--- src/rtl/wb_uart_bridge.sv ---
// Purpose: UART (8N1) host command decoder acting as a single-cycle Wishbone initiator (peek/poke).
// Latency: wb_cyc rises on the last frame byte's stop-bit sample edge; response TX starts 1 sys_clk after ack/err.
// Backpressure: none on RX; bytes arriving during BUS/RESP are dropped. Build option: WB_UART_BRIDGE_TIMEOUT_EN.
module wb_uart_bridge #(
  parameter int CLKS_PER_BIT   = 217,
  parameter int ADDR_WIDTH     = 32,
  parameter int TAG_WIDTH      = 1,
  parameter int TIMEOUT_CYCLES = 1024
) (
  input  logic                  sys_clk,
  input  logic                  sys_rst_n,
  input  logic                  uart_rx,
  output logic                  uart_tx,
  output logic                  wb_cyc,
  output logic                  wb_stb,
  output logic                  wb_we,
  output logic [TAG_WIDTH-1:0]  wb_tag,
  output logic [3:0]            wb_sel,
  output logic [ADDR_WIDTH-1:0] wb_adr,
  output logic [31:0]           wb_mosi,
  input  logic [31:0]           wb_miso,
  input  logic                  wb_ack,
  input  logic                  wb_err,
  output logic                  busy
);

  // Bit-period counter holds 0..CLKS_PER_BIT-1
  localparam int CW = $clog2(CLKS_PER_BIT);
  localparam logic [CW-1:0] BIT_LAST  = CW'(CLKS_PER_BIT - 1);
  localparam logic [CW-1:0] HALF_LAST = CW'(CLKS_PER_BIT / 2 - 1);

  localparam logic [7:0] CMD_WR     = 8'h01;
  localparam logic [7:0] CMD_RD     = 8'h02;
  localparam logic [7:0] STS_OK     = 8'h00;
  localparam logic [7:0] STS_ERR    = 8'hEE;
  localparam logic [7:0] STS_TMO    = 8'hEF;

  typedef enum logic [1:0] {RX_IDLE, RX_START, RX_DATA, RX_STOP} rx_state_e;
  typedef enum logic [2:0] {C_IDLE, C_ADDR, C_WDATA, C_BUS, C_RESP} cmd_state_e;

  // ---------------- RX ----------------
  logic            rx_meta_q, rx_sync_q;
  rx_state_e       rx_state_q, rx_state_d;
  logic [CW-1:0]   rx_cnt_q, rx_cnt_d;
  logic [2:0]      rx_bit_q, rx_bit_d;
  logic [7:0]      rx_shift_q, rx_shift_d;
  logic            rx_byte_vld;
  logic            rx_frame_err;

  // Two-flop synchroniser; line idles high
  always_ff @(posedge sys_clk or negedge sys_rst_n) begin
    if (!sys_rst_n) begin
      rx_meta_q <= 1'b1;
      rx_sync_q <= 1'b1;
    end else begin
      rx_meta_q <= uart_rx;
      rx_sync_q <= rx_meta_q;
    end
  end

  // RX deframer: mid-bit sampling, false-start rejection, stop-bit check
  always_comb begin
    rx_state_d   = rx_state_q;
    rx_cnt_d     = rx_cnt_q;
    rx_bit_d     = rx_bit_q;
    rx_shift_d   = rx_shift_q;
    rx_byte_vld  = 1'b0;
    rx_frame_err = 1'b0;
    case (rx_state_q)
      RX_IDLE: begin
        if (!rx_sync_q) begin
          rx_state_d = RX_START;
          rx_cnt_d   = '0;
        end
      end
      RX_START: begin
        if (rx_cnt_q == HALF_LAST) begin
          rx_cnt_d   = '0;
          rx_bit_d   = '0;
          rx_state_d = rx_sync_q ? RX_IDLE : RX_DATA;
        end else begin
          rx_cnt_d = rx_cnt_q + CW'(1);
        end
      end
      RX_DATA: begin
        if (rx_cnt_q == BIT_LAST) begin
          rx_cnt_d   = '0;
          rx_shift_d = {rx_sync_q, rx_shift_q[7:1]};
          rx_bit_d   = rx_bit_q + 3'd1;
          if (rx_bit_q == 3'd7) begin
            rx_state_d = RX_STOP;
          end
        end else begin
          rx_cnt_d = rx_cnt_q + CW'(1);
        end
      end
      RX_STOP: begin
        if (rx_cnt_q == BIT_LAST) begin
          rx_cnt_d     = '0;
          rx_state_d   = RX_IDLE;
          rx_byte_vld  = rx_sync_q;
          rx_frame_err = !rx_sync_q;
        end else begin
          rx_cnt_d = rx_cnt_q + CW'(1);
        end
      end
      default: rx_state_d = RX_IDLE;
    endcase
  end

  // RX state registers
  always_ff @(posedge sys_clk or negedge sys_rst_n) begin
    if (!sys_rst_n) begin
      rx_state_q <= RX_IDLE;
      rx_cnt_q   <= '0;
      rx_bit_q   <= '0;
      rx_shift_q <= '0;
    end else begin
      rx_state_q <= rx_state_d;
      rx_cnt_q   <= rx_cnt_d;
      rx_bit_q   <= rx_bit_d;
      rx_shift_q <= rx_shift_d;
    end
  end

  // ---------------- TX ----------------
  // tx_shift_q[0] is the line; it holds all ones when idle
  logic [9:0]    tx_shift_q, tx_shift_d;
  logic [3:0]    tx_bits_q, tx_bits_d;
  logic [CW-1:0] tx_cnt_q, tx_cnt_d;
  logic          tx_load;
  logic [7:0]    tx_byte;
  logic          tx_ready;

  // Ready during the final cycle of the stop bit so bytes go out back-to-back
  assign tx_ready = (tx_bits_q == 4'd0) || ((tx_bits_q == 4'd1) && (tx_cnt_q == BIT_LAST));
  assign uart_tx  = tx_shift_q[0];

  // TX serialiser: start, 8 data LSB first, stop
  always_comb begin
    tx_shift_d = tx_shift_q;
    tx_bits_d  = tx_bits_q;
    tx_cnt_d   = tx_cnt_q;
    if (tx_load) begin
      tx_shift_d = {1'b1, tx_byte, 1'b0};
      tx_bits_d  = 4'd10;
      tx_cnt_d   = '0;
    end else if (tx_bits_q != 4'd0) begin
      if (tx_cnt_q == BIT_LAST) begin
        tx_cnt_d   = '0;
        tx_bits_d  = tx_bits_q - 4'd1;
        tx_shift_d = {1'b1, tx_shift_q[9:1]};
      end else begin
        tx_cnt_d = tx_cnt_q + CW'(1);
      end
    end
  end

  // TX state registers
  always_ff @(posedge sys_clk or negedge sys_rst_n) begin
    if (!sys_rst_n) begin
      tx_shift_q <= '1;
      tx_bits_q  <= '0;
      tx_cnt_q   <= '0;
    end else begin
      tx_shift_q <= tx_shift_d;
      tx_bits_q  <= tx_bits_d;
      tx_cnt_q   <= tx_cnt_d;
    end
  end

  // ---------------- Command FSM ----------------
  cmd_state_e state_q, state_d;
  logic [1:0]  byte_cnt_q, byte_cnt_d;
  logic        we_q, we_d;
  logic        cyc_q, cyc_d;
  logic [31:0] addr_q, addr_d;
  logic [31:0] wdat_q, wdat_d;
  logic [39:0] resp_buf_q, resp_buf_d;
  logic [2:0]  resp_left_q, resp_left_d;
  logic        tmo_hit;

`ifdef WB_UART_BRIDGE_TIMEOUT_EN
  localparam int TW = $clog2(TIMEOUT_CYCLES + 1);
  logic [TW-1:0] tmo_cnt_q, tmo_cnt_d;

  // Bus-cycle watchdog, cleared outside BUS
  always_comb begin
    tmo_cnt_d = '0;
    if (state_q == C_BUS) begin
      tmo_cnt_d = tmo_cnt_q + TW'(1);
    end
  end

  assign tmo_hit = (state_q == C_BUS) && (tmo_cnt_q == TW'(TIMEOUT_CYCLES - 1));

  // Watchdog register
  always_ff @(posedge sys_clk or negedge sys_rst_n) begin
    if (!sys_rst_n) begin
      tmo_cnt_q <= '0;
    end else begin
      tmo_cnt_q <= tmo_cnt_d;
    end
  end
`else
  assign tmo_hit = 1'b0;
`endif

  // Frame decode, bus cycle control and response sequencing
  always_comb begin
    state_d     = state_q;
    byte_cnt_d  = byte_cnt_q;
    we_d        = we_q;
    cyc_d       = cyc_q;
    addr_d      = addr_q;
    wdat_d      = wdat_q;
    resp_buf_d  = resp_buf_q;
    resp_left_d = resp_left_q;
    tx_load     = 1'b0;
    tx_byte     = resp_buf_q[39:32];
    case (state_q)
      C_IDLE: begin
        if (rx_byte_vld && (rx_shift_q == CMD_WR || rx_shift_q == CMD_RD)) begin
          state_d    = C_ADDR;
          we_d       = (rx_shift_q == CMD_WR);
          byte_cnt_d = 2'd0;
        end
      end
      C_ADDR: begin
        if (rx_frame_err) begin
          state_d = C_IDLE;
        end else if (rx_byte_vld) begin
          addr_d     = {addr_q[23:0], rx_shift_q};
          byte_cnt_d = byte_cnt_q + 2'd1;
          if (byte_cnt_q == 2'd3) begin
            if (we_q) begin
              state_d = C_WDATA;
            end else begin
              state_d = C_BUS;
              cyc_d   = 1'b1;
            end
          end
        end
      end
      C_WDATA: begin
        if (rx_frame_err) begin
          state_d = C_IDLE;
        end else if (rx_byte_vld) begin
          wdat_d     = {wdat_q[23:0], rx_shift_q};
          byte_cnt_d = byte_cnt_q + 2'd1;
          if (byte_cnt_q == 2'd3) begin
            state_d = C_BUS;
            cyc_d   = 1'b1;
          end
        end
      end
      C_BUS: begin
        // err dominates a simultaneous ack; a real response beats the watchdog
        if (wb_err) begin
          cyc_d       = 1'b0;
          state_d     = C_RESP;
          resp_buf_d  = {STS_ERR, 32'h0};
          resp_left_d = 3'd1;
        end else if (wb_ack) begin
          cyc_d       = 1'b0;
          state_d     = C_RESP;
          resp_buf_d  = we_q ? {STS_OK, 32'h0} : {STS_OK, wb_miso};
          resp_left_d = we_q ? 3'd1 : 3'd5;
        end else if (tmo_hit) begin
          cyc_d       = 1'b0;
          state_d     = C_RESP;
          resp_buf_d  = {STS_TMO, 32'h0};
          resp_left_d = 3'd1;
        end
      end
      C_RESP: begin
        if (resp_left_q != 3'd0) begin
          if (tx_ready) begin
            tx_load     = 1'b1;
            resp_buf_d  = {resp_buf_q[31:0], 8'h00};
            resp_left_d = resp_left_q - 3'd1;
          end
        end else if (tx_bits_q == 4'd0) begin
          state_d = C_IDLE;
        end
      end
      default: state_d = C_IDLE;
    endcase
  end

  // Command FSM registers; reset drops the bus cycle asynchronously
  always_ff @(posedge sys_clk or negedge sys_rst_n) begin
    if (!sys_rst_n) begin
      state_q     <= C_IDLE;
      byte_cnt_q  <= '0;
      we_q        <= 1'b0;
      cyc_q       <= 1'b0;
      addr_q      <= '0;
      wdat_q      <= '0;
      resp_buf_q  <= '0;
      resp_left_q <= '0;
    end else begin
      state_q     <= state_d;
      byte_cnt_q  <= byte_cnt_d;
      we_q        <= we_d;
      cyc_q       <= cyc_d;
      addr_q      <= addr_d;
      wdat_q      <= wdat_d;
      resp_buf_q  <= resp_buf_d;
      resp_left_q <= resp_left_d;
    end
  end

  assign wb_cyc  = cyc_q;
  assign wb_stb  = cyc_q;
  assign wb_we   = we_q;
  assign wb_tag  = '0;
  assign wb_sel  = 4'hF;
  assign wb_mosi = wdat_q;
  assign busy    = (state_q != C_IDLE);

  // Four address bytes on the wire; adapt to the bus width
  generate
    if (ADDR_WIDTH > 32) begin : g_adr_ext
      assign wb_adr = {{(ADDR_WIDTH - 32){1'b0}}, addr_q};
    end else begin : g_adr_trunc
      assign wb_adr = addr_q[ADDR_WIDTH-1:0];
    end
  endgenerate

endmodule

--- config.mk ---
export PLATFORM = sky130hd
export DESIGN_NAME = wb_uart_bridge
export DESIGN_NICKNAME = d
export VERILOG_FILES = /design/src/rtl/wb_uart_bridge.sv
export SDC_FILE = /design/constraint.sdc
export NUM_CORES = 1
export LEC_CHECK = 0
export ABC_CLOCK_PERIOD_IN_PS = 3800
export CAP_MARGIN = 40
export CELL_PAD_IN_SITES_DETAIL_PLACEMENT = 1
export CELL_PAD_IN_SITES_GLOBAL_PLACEMENT = 2
export CORE_MARGIN = 5
export CORE_UTILIZATION = 39
export CTS_BUF_LIST = sky130_fd_sc_hd__clkbuf_8
export CTS_CLUSTER_SIZE = 16
export DETAILED_ROUTE_END_ITERATION = 7
export GPL_TIMING_DRIVEN = 0
export PLACE_DENSITY = 0.95
export SLEW_MARGIN = 10
export SYNTH_ARGS = -nofsm -noshare
export SYNTH_HDL_FRONTEND = slang
export SYNTH_SLANG_ARGS = --single-unit
--- constraint.sdc ---
create_clock -name sys_clk -period 3.8 [get_ports sys_clk]
set_input_delay 0.76 -clock sys_clk [delete_from_list [all_inputs] [get_ports sys_clk]]
set_output_delay 0.76 -clock sys_clk [all_outputs]
set_load 0.01 [all_outputs]
---- Word level (Yosys, flattened, before mapping) ----
Index checks and enable logic that the tools add are counted.
W data, S select, Z words.
operators by class
  $add $sub $neg .......................... 6
  equality and inequality tests ........... 39
  multiplexer cells ....................... 69
  bitwise operators ....................... 1
  reduce and logical (&&, ||, !) cells .... 30
operators by type and width
  kind                   number
  $mux W40               4
  $pmux W40 S2           1
  $mux W3                18
  $mux W8                6
  $ne A2 B2 Y1 const B   18
  $mux W32               1
  $mux W10               3
  $pmux W8 S3            1
  $mux W2                9
  $mux W1                17
  $add A8 B1 Y8 const B  2
  $eq A8 B8 Y1 const B   2
  $ne A3 B3 Y1 const B   5
  $pmux W3 S5            1
  $mux W4                3
  $pmux W3 S2            2
  $reduce_bool A2 Y1     5
  $reduce_and A3 Y1      3
  $reduce_and A9 Y1      1
  $reduce_bool A3 Y1     3
  $eq A8 B1 Y1 const B   1
  $eq A8 B2 Y1 const B   1
  $eq A8 B7 Y1 const B   1
  $pmux W2 S4            1
  26 further kinds       36
storage, ports and cells
  register bits after elaboration ......... 159
  input port bits ......................... 37
  output and inout bits ................... 74
  word-level logic and storage cells ...... 162

---- Logic depth before layout (Yosys ltp) ----
  depth in word-level cells ............... 8
  mapped depth ............................ 9
  mapped depth without buffers ............ 7

---- Worst setup path before layout ----
OpenSTA, ideal clock, no wires.
  path kind ............................... reg-to-reg
  start point ............................. register rx_cnt_q[0]
  end point ............................... register addr_q[21], in the netlist wb_adr[21]
  library setup time ...................... 125 ps
  arrival ................................. 1996 ps
  data required time ...................... 3675 ps
  path slack .............................. 1679 ps
  cell stages (with the launch flop) ...... 8
  path buffers ............................ 1
  period minus slack after synthesis ...... 2121 ps
  cells stage by stage .................... dfrtp_1 > inv_1 > ha_1 > nand4b_1 > or2_2 > nor4_4 > buf_4 > mux2_2
between the ends
  cells in the longest elaborated chain, start to end .. 5
  elaborated cells on any way between the ends .. 7
  those cells by class .................... 1 x eq/ne; 4 x mux; 1 x bitwise; 1 x reduce/logical
ends and longest elaborated chain
  what                                    RTL line  text
  from (decl)                             44        logic [CW-1:0] rx_cnt_q, rx_cnt_d;
  from (signal assigned)                  120       rx_cnt_q <= rx_cnt_d;
  $eq A8 B8 Y1 (*)                        98        if (rx_cnt_q == BIT_LAST) begin
  $mux W1                                 98
  $mux W1                                 69        case (rx_state_q)
  $not A1 Y1 (no source line)             --
  $reduce_and A3 Y1 (no source line) (*)  --
  to (signal assigned)                    307       addr_q <= addr_d;
  to (decl)                               177       logic [31:0] addr_q, addr_d;
Every way passes the cells marked *; elsewhere a longest branch is shown, timed or not.
A chain may end at the register's enable or synchronous reset.

---- Final worst setup path ----
  start point ............................. register state_q[1]
  end point ............................... output port busy
between the ends
  cells in the longest elaborated chain, start to end .. 1
ends and longest elaborated chain
  what                    RTL line  text
  from (decl)             173       cmd_state_e state_q, state_d;
  from (signal assigned)  303       state_q <= state_d;
  $reduce_bool A3 Y1      320       assign busy = (state_q != C_IDLE);
  to (decl)               24        output logic busy
Every way passes these cells.

==> impl_metrics.py <==
metrics = {
    "status": {
        "outcome": "completed",
    },
    "global_routing": {
        "grt_overflow_total": 0,
        "grtUsageTotal": 0.185,
        "grt_pass1_vias": 6075,
        "antenna_found_initial": 0,
        "grt_pass1_wl_um": 32200,
        "grt_start_max_net_pins": 99,
    },
    "power": {
        "seq_power_share": 0.560,
        "p_clk_frac": 0.412,
        "p_int_mw": 2.26,
        "p_total_mw": 3.01,
        "ir_drop_mv": 0.270,
        "comb_power_share": 0.028,
        "p_sw_frac": 0.248,
        "powerDensity_mw_per_mm2": 338,
        "p_leak_nw": 4.04,
        "netSwitchingPower_uw": 744,
    },
    "floorplanning": {
        "die_x_um": 145,
        "fp-row-count": 49,
        "core_mm2": 0.0180,
        "die-area_mm2": 0.0210,
        "die_h_um": 145,
        "initial_core_util": 0.396,
        "ios": 111,
    },
    "routing": {
        "drt_iter0_drc": 222,
        "wl_per_cell_um": 19.4,
        "wirelength_um": 19200,
        "drc": 0,
        "dr_total_vias": 5276,
        "via_per_inst": 5.32,
        "firstDrtPassIters": 4,
        "ant_nets": 0,
    },
    "setup_path": {
        "critPathTopFamily": "buffers and inverters",
        "worstPathRequired_ns": 3.04,
        "worstSetupPathType": "flip-flop to output port",
        "critPathMaxStageDelay_ns": 0.56,
        "slowest_stage": "clkdlybuf4s50_1",
        "worst_r2r_path_depth": 5,
        "crit_path_start_kind": "flip-flop",
        "cp.depth": 2,
        "cp.arrival_ns": 1.95,
        "end_kind": "output port",
        "crit_fanout": 8,
        "cp_cell_sequence": "or3_1 > clkdlybuf4s50_1",
        "path_buf_inv": 1,
    },
    "yosys": {
        "synthTopCellsByCount": "dfrtp_1 (147), mux2_2 (69), o21ai_0 (52)",
        "synthArstFlopShare": 1.00,
        "ys_warn_count": 0,
        "synth.most_common_cell": "dfrtp_1",
        "synth_ff_type": "dfrtp_1",
        "avgSynthCellArea_um2": 11.5,
        "synth_area_mm2": 0.00711,
        "synth_edf_count": 0,
        "synth_area_leaders": "dfrtp_1 (52%), mux2_2 (11%), dfstp_2 (4.1%)",
        "yosys.area.top_type": "dfrtp_1",
        "synth_top_area_frac": 0.517,
        "synth-seq-area-share": 0.558,
        "ys_ff_latch": 158,
        "syn_inst": 621,
        "yosysUniqueCellTypes": 59,
    },
    "sta": {
        "worst_pin_slew_ns": 0.758,
        "relSlewSlack": 0.491,
        "rsz0062_at_grt": "no",
        "fin_crit_ns": 2.71,
        "fin_ws_ns": 1.09,
        "hold_ws_ns": 0.238,
        "slew_viol_final": 0,
        "clock.fmax_ghz": 0.369,
        "hold_viol": 0,
        "period_share": 0.712,
        "fin_setup_tns_ns": 0,
        "setup-violations-final": 0,
        "clock_skew_ns": 0.0145,
    },
    "cells_and_area": {
        "postLayoutCoreUtil": 0.494,
        "fin_area_mm2": 0.00888,
        "area_delta_synth_final_pct": 24.9,
        "fin_cells": 991,
        "seqCellArea_mm2": 0.00397,
        "diodes": 0,
        "drive_gt1_frac": 0.203,
        "final_nets": 798,
        "multi_input_area_mm2": 0.00274,
        "nFillCells": 1960,
    },
    "placed_design": {
        "place_congestion": 0.795,
        "post-place-ws_ns": 0.710,
        "dpl.hpwl_um": 13600,
        "dp.cells": 959,
        "place.port_buffers": 105,
        "dpl_cell_area_mm2": 0.00849,
    },
    "clock_network": {
        "clockBufferDepth": 2,
        "cts_setup_buffers": 0,
        "cts_buffers": 17,
        "root_buffer": "clkbuf_8",
        "clock_sinks": 158,
        "cts_hold_buf": 0,
        "clk_pin_slew_ns": 0.09,
        "cts_tree": "built",
        "clkLatencyLatePin_ns": 0.46,
        "htreeDepth": 4,
        "post_cts_resized": 0,
    },
    "job": {
        "drv_cap": 0,
    },
    "worst_hold_path": {
        "hp-class": "primary input to asynchronous set/reset pin",
    },
}
[state kept, by name (all words and copies together), names as in the netlist, named ones only]
name         cells
rx_cnt_q         8
wb_mosi         32
wb_we            1
tx_shift_q       9
state_q          3
rx_sync_q        1
resp_buf_q      40
wb_cyc           1
tx_cnt_q         8
rx_state_q       1
resp_left_q      3
wb_adr          32
rx_bit_q         3
byte_cnt_q       2
rx_meta_q        1
tx_bits_q        4
rx_shift_q       8
[metal layers]
| metal | GRT usage | up-vias | part of all wire |
|---|---|---|---|
| li1 | - | 2441 | - |
| met4 | 0.0438 | 0 | 0.011 |
| met5 | 0 | - | 0 |
| met1 | 0.218 | 2716 | 0.41 |
| met3 | 0.0642 | 21 | 0.058 |
| met2 | 0.325 | 98 | 0.52 |
[kinds of logic after synthesis]
group                      synth area share
AOI/OAI and AO/OA                     0.131
xor gates and xnor gates            0.00493
muxes                                 0.121
adders and majority gates            0.0211
buffers and inverters                0.0584
and+or+nand+nor                       0.104
other                               0.00106
DFF                                   0.558
[layout make-up]
| class | instances | share of cell area |
|---|---|---|
| Clock buffer | 17 | 0.0263 |
| Multi-Input combinational cell | 378 | 0.308 |
| Clock inverter | 15 | 0.0175 |
| Buffer | 37 | 0.0252 |
| Timing Repair Buffer | 106 | 0.122 |
| Sequential cell | 158 | 0.447 |
| Tap cell | 229 | 0.0323 |
| Inverter | 51 | 0.0216 |
[power groups by stage]
stage	clock network (mW)	logic [mW]	registers, mW
5_1_grt	1.35	0.0930	1.68
4_1_cts	1.28	0.0853	1.68
2_1_floorplan	0	0.00634	1.72
3_5_place_dp	0	0.0853	1.72
6_report	1.24	0.0833	1.68
3_3_place_gp	0	0.0796	1.72
[layout by cell type (no fill, tap or decap), types with 12 or more instances in the layout]
master / count
nand2_1: 37
nor2_1: 18
mux2_2: 69
a22oi_1: 25
dfrtp_1: 147
buf_4: 15
nor3_1: 12
inv_1: 51
clkbuf_8: 17
ha_1: 12
clkdlybuf4s50_1: 104
a21oi_1: 30
o21ai_0: 52
[path summary, 6_finish.rpt]
check                                  startpoint                         to  slack (ns)
min in group sys_clk          rx_meta_q$_DFF_PN1_        rx_sync_q$_DFF_PN1_        0.36
max                        state_q[1]$_DFFE_PN0P_                       busy        1.09
min reg2reg                   rx_meta_q$_DFF_PN1_        rx_sync_q$_DFF_PN1_        0.36
max reg2reg                   rx_sync_q$_DFF_PN1_     state_q[1]$_DFFE_PN0P_        1.25
max in group asynchronous               sys_rst_n  rx_state_q[0]$_DFFE_PN0P_        2.69
min                                     sys_rst_n    tx_cnt_q[4]$_DFFE_PN0P_        0.24
Note: power is estimated with default switching activity, not from simulation.
